**src/rtl/ultrasonic_scheduler.sv**
```systemverilog
// Round-robin scheduler for HC-SR04 ultrasonic sensors: one channel is triggered
// and timed at a time, and each result is held as a distance, obstacle flag and timeout flag.
module ultrasonic_scheduler #(
  parameter int NUM_SENSORS    = 3,
  parameter int TRIG_CYCLES    = 500,
  parameter int TIMEOUT_CYCLES = 600000,
  parameter int GAP_CYCLES     = 100000,
  parameter int OBST_MM        = 70
) (
  input  logic                      clk_50M,
  input  logic                      reset,
  input  logic [NUM_SENSORS-1:0]    enable_mask,
  input  logic [NUM_SENSORS-1:0]    echo_rx,
  output logic [NUM_SENSORS-1:0]    trig,
  output logic [16*NUM_SENSORS-1:0] dist_flat,
  output logic [NUM_SENSORS-1:0]    present,
  output logic [NUM_SENSORS-1:0]    timeout_flag,
  output logic                      meas_valid,
  output logic [1:0]                meas_idx
);

  typedef enum logic [2:0] {
    SELECT,
    TRIG,
    WAIT_RISE,
    MEASURE,
    GAP
  } state_t;

  localparam logic [19:0] TRIG_LAST    = 20'(TRIG_CYCLES - 1);
  localparam logic [19:0] TIMEOUT_LAST = 20'(TIMEOUT_CYCLES - 1);
  localparam logic [19:0] GAP_LAST     = 20'(GAP_CYCLES - 1);
  localparam logic [15:0] OBST_LIMIT   = 16'(OBST_MM);

  state_t                  r_state;
  state_t                  w_nextState;
  logic [19:0]             r_count;
  logic [1:0]              r_sel;
  logic [1:0]              w_nextSel;
  logic                    w_anyEnabled;
  logic [NUM_SENSORS-1:0]  r_echoMeta;
  logic [NUM_SENSORS-1:0]  r_echoSync;
  logic                    r_echoPrev;
  logic                    w_echoSel;
  logic                    w_echoRise;
  logic                    w_doResult;
  logic                    w_doTimeout;
  logic [15:0]             r_dist [NUM_SENSORS];
  logic [19:0]             w_echoWidth;
  logic [25:0]             w_product;
  logic [25:0]             w_quotient;
  logic [15:0]             w_dist;

  assign w_anyEnabled = |enable_mask;
  assign w_echoSel    = r_echoSync[r_sel];
  assign w_echoRise   = w_echoSel & ~r_echoPrev;

  // The rise cycle itself was already a high sample, so it is included in the width.
  assign w_echoWidth = r_count + 20'd1;
  assign w_product   = 26'(w_echoWidth) * 26'd34;
  assign w_quotient  = w_product / 26'd10000;
  assign w_dist      = w_quotient[15:0];

  always_comb begin
    int idx;
    logic found;
    w_nextSel = r_sel;
    found     = 1'b0;
    idx       = 0;
    for (int off = 1; off <= NUM_SENSORS; off++) begin
      idx = int'(r_sel) + off;
      if (idx >= NUM_SENSORS) idx = idx - NUM_SENSORS;
      if (!found && enable_mask[idx]) begin
        found     = 1'b1;
        w_nextSel = 2'(idx);
      end
    end
  end

  always_comb begin
    w_nextState = r_state;
    w_doResult  = 1'b0;
    w_doTimeout = 1'b0;
    trig        = '0;
    case (r_state)
      SELECT: begin
        if (w_anyEnabled) w_nextState = TRIG;
      end
      TRIG: begin
        trig[r_sel] = 1'b1;
        if (r_count == TRIG_LAST) w_nextState = WAIT_RISE;
      end
      WAIT_RISE: begin
        if (w_echoRise) begin
          w_nextState = MEASURE;
        end else if (r_count == TIMEOUT_LAST) begin
          w_doTimeout = 1'b1;
          w_nextState = GAP;
        end
      end
      MEASURE: begin
        if (!w_echoSel) begin
          w_doResult  = 1'b1;
          w_nextState = GAP;
        end else if (r_count == TIMEOUT_LAST) begin
          w_doTimeout = 1'b1;
          w_nextState = GAP;
        end
      end
      GAP: begin
        if (r_count == GAP_LAST) w_nextState = SELECT;
      end
      default: w_nextState = SELECT;
    endcase
  end

  // The counter restarts on every state change so each state times itself from zero.
  always_ff @(posedge clk_50M) begin
    if (!reset) begin
      r_state      <= SELECT;
      r_count      <= '0;
      r_sel        <= 2'(NUM_SENSORS - 1);
      r_echoMeta   <= '0;
      r_echoSync   <= '0;
      r_echoPrev   <= 1'b0;
      present      <= '0;
      timeout_flag <= '0;
      meas_valid   <= 1'b0;
      meas_idx     <= 2'd0;
      for (int i = 0; i < NUM_SENSORS; i++) r_dist[i] <= 16'd0;
    end else begin
      r_echoMeta <= echo_rx;
      r_echoSync <= r_echoMeta;
      r_echoPrev <= w_echoSel;
      r_state    <= w_nextState;
      r_count    <= (w_nextState != r_state) ? 20'd0 : r_count + 20'd1;
      if (r_state == SELECT && w_anyEnabled) r_sel <= w_nextSel;
      meas_valid <= w_doResult | w_doTimeout;
      if (w_doResult) begin
        r_dist[r_sel]       <= w_dist;
        present[r_sel]      <= (w_dist <= OBST_LIMIT);
        timeout_flag[r_sel] <= 1'b0;
        meas_idx            <= r_sel;
      end else if (w_doTimeout) begin
        r_dist[r_sel]       <= 16'hFFFF;
        present[r_sel]      <= 1'b0;
        timeout_flag[r_sel] <= 1'b1;
        meas_idx            <= r_sel;
      end
    end
  end

  for (genvar g = 0; g < NUM_SENSORS; g++) begin : g_distFlat
    assign dist_flat[16*g +: 16] = r_dist[g];
  end

endmodule
```
**config.mk**
```make
export PLATFORM = sky130hd
export DESIGN_NAME = ultrasonic_scheduler
export DESIGN_NICKNAME = d
export VERILOG_FILES = /design/src/rtl/ultrasonic_scheduler.sv
export SDC_FILE = /design/constraint.sdc
export NUM_CORES = 1
export LEC_CHECK = 0
export CORE_MARGIN = 4
export CORE_UTILIZATION = 55
export DETAILED_ROUTE_END_ITERATION = 12
export PLACE_DENSITY = 0.77
export RECOVER_POWER = 25
export REMOVE_ABC_BUFFERS = 1
export SYNTH_ARGS = -nofsm -noshare
export SYNTH_HDL_FRONTEND = slang
export SYNTH_SLANG_ARGS = --single-unit
```
**constraint.sdc**
```tcl
create_clock -name clk_50M -period 17.8 [get_ports clk_50M]
set_input_delay 5.34 -clock clk_50M [delete_from_list [all_inputs] [get_ports clk_50M]]
set_output_delay 5.34 -clock clk_50M [all_outputs]
set_load 0.1 [all_outputs]
```
==> run metrics, run 1 <==
vias in the first global route around 14000; post-synthesis sequential area ratio 14.86%; share of layout cells above drive strength 1 21.23%; Hold Fails Final Rpt 0; Yosys reg bits 83; CTS Buffer Depth 2; Worst slew margin 29.93%; WS Path Type reg -> reg; dpl hpwl 37560 um; Main synth FF type edfxtp_1; Post-Synth XOR/XNOR Area under 10%; commonest cells after routing, fill and taps aside nor2_1 (171), nand2_1 (158), buf_4 (129); CORE AREA 0.02511 sq mm; final setup vio count 0; number of synthesized flops with an enable pin 42; CP top delay family compound AO/OA/AOI/OAI gates; share of the synthesized area in compound gates (AO/OA/AOI/OAI) 34.53%; Total GRT Usage 31.80%; io pins 68; Worst Clk Skew 7.373 ps; largest net degree at the start of global routing 31; Routability Congestion 1.053; final cycle utilization of the critical path 97.00%; Routed Antenna Nets 0; Final Max Slew Viols 0; adder-cell share of the synthesized area 3.617%; Initial Util 55.80%; most common cell after layout, fill and taps aside nor2_1; slowest CP cell or4_4; Gate power share 25.1%; R2R setup slack 530 ps; startpoint types register; synthesized area 0.01401 sq mm; syn_area_per_cell 7.762 sq um; # rows 58; Clk Latency, worst-skew pair around 330 ps; Sw Ratio between 30% and 40%; drt drc 0; clock share of power 36.5%; Synth async-reset ratio 0%; initial antenna violation count 0; Cells after DPL 2206; fin crit period ~17000 ps; CP most frequent cell buf_4; Worst Max-Slew Pin Slew 1040 ps; R2R depth 61; Synth Area in Simple Gates 29.11%; Vias ~16000; Yosys warnings 0; slack of the critical path 534.1 ps; Layout Area Growth over Synthesis 18.09%; Initial DRT Pass Iterations 7; switching pwr about 180 uW; Final nets just under 2000; number of buffers created by CTS 9; Worst Hold End r_echoSync[2]; Power Dens Cells about 34 mW/mm^2; Die X around 170 um; Reg2Reg Capture Point present[2]; Cells after Synth 1805; # H-tree levels 3; crit-path max FO 23; total leakage power around 6 nW; initial DRC count roughly 2000; hold-fix buffer count after cts 0; Fmax 57.92 MHz; CTS tree yes; Int Pwr 378.2 uW; setup slack at placement -528.4 ps; Wirelength per Cell between 20 and 25 um; Cell Count, Final, Fillers Out ~2300; worst hold path startpoint r_echoMeta[2]; Min-Delay Path Class reg -> reg; Clock Tree Root clkbuf_16; Netlist cell types 149; Worst-path clk slew 60 ps; total global routing overflow 0; Flop pwr share 38.4%; Vias/cell ~6.9; worst hold slack 442.2 ps; Worst Path Required approximately 18000 ps; mux cell area share after synthesis about 2.7%; port bufs 67; Die Area 0.02809 sq mm; Worst Path Buf+Inv 6; first-pass GRT wire length 75490 um; largest family of logic cells by synthesized area compound AO/OA/AOI/OAI gates; outcome finished clean; CTS sink cnt 83; max-cap viol count 0; reg2reg start r_count[2]; Final Routed Wirelength 48640 um; Hold Crit Depth 1; data arrival time of the critical path about 17000 ps; CP endpoint kind register; CP peak stage delay 620 ps; Max VDD drop 0.06099 mV; Die Ht roughly 170 um; Ant. Diodes 0; Util after Layout roughly 66%
## worst register-to-register path: cells and delay by family, from the launching register on
family,cells,cell delay [ps]
compound gates,32,8650
simple gates,18,4960
buf+inv,6,1120
xor+xnor,2,750
fa+ha+maj,2,740
flops,1,500
mux,1,440
## synth_stat cells, drive strengths merged (11+ instances only)
cell type / n / area, sq um
and4: 17 / 156.4
clkbuf: 31 / 206.5
o211a: 12 / 120.1
nor2: 179 / 686.9
mux2: 11 / 123.9
nor3b: 12 / 100.1
o2111ai: 14 / 153.9
a311oi: 11 / 120.1
buf: 56 / 476.7
xnor2: 102 / 908.4
a211o: 13 / 122.6
a221oi: 13 / 151.4
and3: 22 / 143.9
nand2b: 16 / 110.1
o31ai: 19 / 217.7
nand3: 69 / 345.3
o31a: 11 / 97.59
o21ai: 109 / 575.6
nand4: 38 / 256.5
inv: 34 / 127.6
a21oi: 100 / 538.0
o21a: 19 / 145.1
mux2i: 24 / 251.5
a21boi: 15 / 116.4
nand2: 163 / 616.8
nor2b: 25 / 161.4
or2: 17 / 106.4
or4: 14 / 120.1
xor2: 44 / 407.9
dfxtp: 41 / 820.8
o211ai: 34 / 275.3
a31oi: 34 / 274.0
nor4: 20 / 150.1
and2: 48 / 306.5
edfxtp: 42 / 1261
a211oi: 40 / 372.9
o311ai: 11 / 96.34
a21o: 29 / 221.5
nor3: 73 / 375.4
or3: 33 / 215.2
o22ai: 11 / 68.82
ha: 38 / 475.5
a22oi: 12 / 105.1
## metal layers
layer / GRT usage [%] / wire (um) / vias to the layer above
met5: 0 / 0 / -
li1: - / - / 7229
met4: 7.022 / 1264 / 0
met1: 45.10 / 20830 / 7479
met3: 4.698 / 4664 / 123
met2: 51.41 / 21880 / 903
## per-stage QoR
stage	power (mW)	setup TNS, ps	cell area, sq um
2_1_floorplan	0.3172	-5092	13330
3_3_place_gp	0.3487	0	15110
3_5_place_dp	0.3516	-2654	15110
4_1_cts	0.5533	0	15540
5_1_grt	0.5760	-792.1	16540
6_report	0.5555	0	16540
## registers in the layout (all words and copies together), names as in the netlist, named ones only
register	cells
present	3
r_dist	42
r_state	3
meas_valid	1
r_sel	2
r_echoSync	3
r_count	20
r_echoMeta	3
meas_idx	2
r_echoPrev	1
## logic make-up (layout without fill, tap and decap cells)
family | count (synthesis) | after routing
AOI/OAI and AO/OA | 611 | 612
xor gates and xnor gates | 146 | 146
adders and majority gates | 40 | 40
buffers and inverters | 122 | 252
DFF | 83 | 83
muxes | 35 | 35
and+or+nand+nor | 768 | 768
## layout make-up
cell class,instances,area [sq um]
Timing Repair Buffer,201,1713
Clock inverter,6,86.33
Sequential cell,83,2090
Inverter,35,131.4
Tap cell,330,412.9
Fill cell,2208,8566
Clock buffer,10,250.2
Multi-Input combinational cell,1601,11860
## timing repair
action,CTS,global route
gates resized for setup,9,136
setup buffers,6,37
cloned,0,1
pin swaps,3,31
setup endpoints to repair,6,9
## how the worst max path moves through the flow
stage	startpoint	end	slack, ps	cells after the start
after floorplan	r_count[0]	present[0]	-910	55
after global placement	r_count[0]	present[0]	0.4	61
after detailed placement	r_count[0]	present[1]	-530	61
after CTS	r_count[0]	present[2]	9	60
after global routing	r_count[5]	present[2]	-150	63
final	r_count[2]	present[2]	530	61
## power groups by stage
stage          clock [mW]  sequential, mW  combinational, mW
4_1_cts             0.205           0.213              0.135
6_report            0.203           0.213              0.139
5_1_grt             0.213           0.214              0.149
3_5_place_dp            0           0.217              0.135
2_1_floorplan           0           0.241             0.0762
3_3_place_gp            0           0.217              0.132
Power figures use the tool's default switching activity.
==> inputs of run 2 (changes only) <==
--- a/config.mk
+++ b/config.mk
@@ -5,12 +5,14 @@
 export SDC_FILE = /design/constraint.sdc
 export NUM_CORES = 1
 export LEC_CHECK = 0
+export ABC_AREA = 1
 export CORE_MARGIN = 4
 export CORE_UTILIZATION = 55
 export DETAILED_ROUTE_END_ITERATION = 12
 export PLACE_DENSITY = 0.77
 export RECOVER_POWER = 25
 export REMOVE_ABC_BUFFERS = 1
+export SETUP_SLACK_MARGIN = 0.2
 export SYNTH_ARGS = -nofsm -noshare
 export SYNTH_HDL_FRONTEND = slang
 export SYNTH_SLANG_ARGS = --single-unit
==> run 2 against run 1 <==
  * Synthesized cell count grew 33%
  * Highest routed layer unchanged
  * Register-to-register slack gained 1300 ps
  * Die area grew 7.8%
==> run metrics, run 2 <==
outcome finished clean; Final Routed Wirelength 41280 um; Power Dens Cells 33.76 mW/mm^2; Ant. Diodes 0; Worst Max-Slew Pin Slew between 1000 and 1500 ps; initial DRC count 1231; RSZ-0062 raised after global routing no; first-pass GRT wire length slightly below 70000 um; mux cell area share after synthesis 0%; total global routing overflow 0; Worst Path Required 17900 ps; largest net degree at the start of global routing 27; Initial Util 56.11%; final cycle utilization of the critical path about nine tenths; CTS Buffer Depth 2; post-synthesis sequential area ratio a little over an eighth; final setup vio count 0; Worst Clk Skew 5.448 ps; commonest cells after routing, fill and taps aside nand2_1 (658), inv_1 (295), nand3_1 (241); Clk Latency, worst-skew pair between 300 and 400 ps; Hold Fails Final Rpt 0; Yosys warnings 0; fin crit period 15980 ps; Min-Delay Path Class reg -> reg; CTS tree yes; Routed Antenna Nets 0; vias in the first global route 13900; Layout Area Growth over Synthesis 6.469%; share of the synthesized area in the top cell type 16.29%; Die X 174.0 um; metal3 WL about 2000 um; WS Path Type reg -> reg; most common cell after layout, fill and taps aside nand2_1; Cells after Synth between 2000 and 2500; Die Area just over 0.03 sq mm; data arrival time of the critical path 16080 ps; most frequent cell after synthesis nand2_1; ranking of synthesized cells by area nand2_1 (16%), edfxtp_1 (8.3%), nand3_1 (8.0%); syn_area_per_cell 6.340 sq um; Total GRT Usage 26.30%; Post-Synth XOR/XNOR Area 5.652%; Most flops, register r_dist; number of synthesized flops with an enable pin 42; fillers 2600; Synth async-reset ratio 0%; met2 routed WL 20080 um; CP top delay family simple AND/OR/NAND/NOR gates; Fmax 62.58 MHz; Routability Congestion 0.9272; Max VDD drop around 0.045 mV; CP peak stage delay 430 ps; slowest CP cell a21oi_4; Synth top cells by count nand2_1 (658), inv_1 (295), nand3_1 (241); Yosys reg bits just over 80; Die Ht 174.0 um; io pins roughly 70; Largest register FFs 42; CP most frequent cell nand2_1; CTS sink cnt 83; share of layout cells above drive strength 1 20.73%; Clock Tree Root clkbuf_16; dpl hpwl 34000 um; initial antenna violation count 0; wl on met1 18370 um; crit-path max FO 25; # H-tree levels 3; Synth Area in Simple Gates 58.51%; cell taking the most area after synthesis nand2_1; port bufs 67; synthesized area 0.01516 sq mm; Wirelength per Cell between 10 and 15 um; Vias 15210; total leakage power a little under 9 nW; setup TNS 0 ps; Worst Path Buf+Inv 14; max-cap viol count 0; worst hold slack roughly 410 ps; number of buffers created by CTS 9; Initial DRT Pass Iterations 7; adder-cell share of the synthesized area 3.267%; share of the synthesized area in compound gates (AO/OA/AOI/OAI) 5.767%; CORE AREA 0.02703 sq mm; top layer in use met4; Netlist cell types a little over 70; hold-fix buffer count after cts 0; largest family of logic cells by synthesized area simple AND/OR/NAND/NOR gates; drt drc 0; top flop regs r_dist: 42 flops, r_count: 20 flops; Vias/cell about 5.5; Worst slew margin 31.93%; Worst-path clk slew 60 ps; Final nets 2478; CP endpoint kind register; startpoint types register; # rows 60; Main synth FF type edfxtp_1; Final Max Slew Viols 0
[run 2: cell types whose count changed after synthesis, moves of 82 or more]
cell / before / now
nand2_1: 161 / 658
inv_1: 34 / 295
nand3_1: 69 / 241
nand2_2: 2 / 137
nand2_4: 0 / 93
xnor2_1: 100 / 18
[run 2: logic make-up (layout without fill, tap and decap cells)]
family | Yosys count | after routing
buffers and inverters | 418 | 455
AND/OR/NAND/NOR | 1625 | 1632
flip-flops | 83 | 83
adder cells (fa/ha/maj) | 39 | 39
AO/OA/AOI/OAI | 139 | 139
XOR/XNOR | 88 | 88
[run 2: worst min-delay path, stage by stage, from the launching register on]
cell and delay (ps):
dfxtp_1 300, nand2_1 40, inv_1 40
[run 2: timing repair]
action / in CTS / in global routing
setup endpoints to repair: 0 / 9
gates resized for setup: 0 / 6
setup buffers: 0 / 0
[run 2: per-stage QoR]
step	setup WS (ps)	utilization [%]	total power, mW	cell area (sq um)	instances
2_1_floorplan	3727	-	0.3310	14600	2340
3_3_place_gp	1608	58.25	0.3634	15740	2754
3_5_place_dp	1032	58.25	0.3643	15740	2754
4_1_cts	972.0	59.34	0.5463	16040	2770
5_1_grt	218.7	59.74	0.5678	16150	2777
6_report	1820	59.74	0.5452	16150	2777
[run 2: final timing paths]
path	from	end	slack, ps	cells after the start
max	r_count[0]	r_dist[2][0]	1820	105
min	r_echoMeta[0]	r_echoSync[0]	410	2
max reg2reg	r_count[0]	r_dist[2][0]	1820	105
min reg2reg	r_echoMeta[0]	r_echoSync[0]	410	2
[run 2: final cells by class]
cell class                 count  area, sq um  share of cell area, %
sequential                    83         2083                  12.90
inverter                     366         1420                  8.796
timing repair buffer          73        708.2                  4.386
tap                          341        426.7                  2.643
multi-input combinational   1898        11210                  69.45
clock buffer                  10        229.0                  1.418
clock inverter                 6        65.06                 0.4030
[run 2: routing by layer]
| metal | vias up | track usage (%) |
|---|---|---|
| met4 | 0 | 6.335 |
| met2 | 461 | 46.44 |
| met1 | 6982 | 34.83 |
| met5 | - | 0 |
| met3 | 60 | 2.240 |
| li1 | 7708 | - |
[run 2: where the power goes]
group	internal (mW)	leakage, nW	total (mW)	switching (mW)
clock	0.109	0.143	0.184	0.0753
sequential	0.207	0.763	0.213	0.00529
combinational	0.0386	7.81	0.148	0.110
==> inputs of run 3 (changes only) <==
==> constraint.sdc (replaced) <==
create_clock -name clk_50M -period 17.8 [get_ports clk_50M]
set_input_delay 5.34 -clock clk_50M [delete_from_list [all_inputs] [get_ports clk_50M]]
set_output_delay 5.34 -clock clk_50M [all_outputs]
set_load 0.05 [all_outputs]
==> run 3 against run 2 <==
  * Clock power hardly changed
  * Routed wire length hardly changed
  * Largest cell class unchanged
  * Sequential power hardly changed
  * Flip-flop and latch count did not move
  * Non-clock buffer count unchanged
  * Highest routed layer unchanged
  * Critical endpoint unchanged
  * Largest power group unchanged
  * Utilization did not move
  * First-iteration DRC count is the same
  * Final cell count did not move
  * Clock skew is 0.79 ps higher
  * Sequential share of layout area did not move
  * Via count barely moved
  * Die area did not move
==> run metrics, run 3 (same netlist as run 2, synthesis figures left out) <==
outcome finished clean; Initial Util 56.11%; Worst-path clk slew 60 ps; slowest CP cell a21oi_4; Die X 174.0 um; Max VDD drop 0.04565 mV; Setup Buffers After CTS 0; FF/Latch Area 0.002083 sq mm; Most flops, register r_dist; Routed Antenna Nets 0; Worst slew margin a little under a third; Fmax 62.58 MHz; # H-tree levels 3; Cell Count, Final, Fillers Out 2777; # rows 60; CTS tree yes; total global routing overflow 0; hold-fix buffer count after cts 0; most common cell after layout, fill and taps aside nand2_1; largest net degree at the start of global routing 27; final setup vio count 0; port bufs 67; CP peak stage delay 430 ps; Clk Latency, worst-skew pair 340 ps; Util after Layout between 50% and 60%; io pins 68; vias in the first global route 13900; dpl hpwl 34000 um; Worst Max-Slew Pin Slew between 1000 and 1500 ps; Multi-input gate area roughly 0.011 sq mm; Worst Path Required 17900 ps; Vias/cell 5.477; RSZ-0062 raised after global routing no; Layout Area Growth over Synthesis 6.469%; Final Routed Wirelength 41300 um; fin crit period approximately 16000 ps; Final nets 2478; Final Max Slew Viols 0; drt drc 0; initial antenna violation count 0; top flop regs r_dist: 42 flops, r_count: 20 flops; Ant. Diodes 0; Clock Tree Root clkbuf_16; Wirelength per Cell 14.87 um; data arrival time of the critical path 16080 ps; Die Ht 174.0 um; CP most frequent cell nand2_1; CTS Buffer Depth 2; WS Path Type reg -> reg; Power Dens Cells 32.54 mW/mm^2; Largest register FFs 42; Vias 15210; Worst Clk Skew 6.235 ps; Routability Congestion around 0.9; CP endpoint kind register; commonest cells after routing, fill and taps aside nand2_1 (658), inv_1 (295), nand3_1 (241); number of buffers created by CTS 9; worst hold slack ~410 ps; CORE AREA 0.02703 sq mm; max-cap viol count 0; final cycle utilization of the critical path 89.77%; Total GRT Usage 26.30%; initial DRC count 1231; share of layout cells above drive strength 1 20.73%; setup TNS 0 ps; Resized cells post-CTS 0; fillers 2600; first-pass GRT wire length 68190 um; Cells after DPL 2754; Initial DRT Pass Iterations 8; crit-path max FO 25; CTS sink cnt 83; Die Area 0.03029 sq mm; Min-Delay Path Class reg -> reg; total leakage power 8.722 nW; Hold Fails Final Rpt 0; startpoint types register
run 3: critical path: cells and delay by family, from the launching register on:
family | cells | cell delay, ps
flops | 1 | 420
buf+inv | 14 | 1750
simple gates | 85 | 11810
compound gates | 2 | 530
xor+xnor | 1 | 210
fa+ha+maj | 3 | 990
run 3: worst paths after layout:
kind / from / to / slack [ps] / depth (start not counted)
worst max-delay path: r_count[0] / r_dist[2][0] / 1820 / 105
worst max register to register: r_count[0] / r_dist[2][0] / 1820 / 105
worst min register to register: r_echoMeta[0] / r_echoSync[0] / 410 / 2
worst min-delay path: r_echoMeta[0] / r_echoSync[0] / 410 / 2
run 3: per-layer routing:
metal / GRT usage (%) / up-vias / part of all wire (%)
met5: 0 / - / 0
met4: 6.335 / 0 / 1.9
met3: 2.240 / 60 / 4.9
met2: 46.44 / 453 / 49
met1: 34.83 / 6987 / 45
li1: - / 7709 / -
run 3: cell type report:
class,count,share of cell area (%)
Sequential cell,83,12.90
Clock inverter,6,0.4030
Timing Repair Buffer,73,4.386
Inverter,366,8.796
Multi-Input combinational cell,1898,69.45
Clock buffer,10,1.418
Tap cell,341,2.643
run 3: report_power, final:
part / switching (mW) / internal [mW]
sequential: 0.00529 / 0.207
clock: 0.0755 / 0.109
combinational: 0.0896 / 0.0386
run 3: metrics by stage:
stage	area [sq um]	worst slack, ps	power (mW)
after floorplan	14600	3727	0.3110
after global routing	16150	218.7	0.5477
after detailed placement	15740	1032	0.3442
after CTS	16040	972.0	0.5262
final	16150	1820	0.5253
after global placement	15740	1608	0.3433
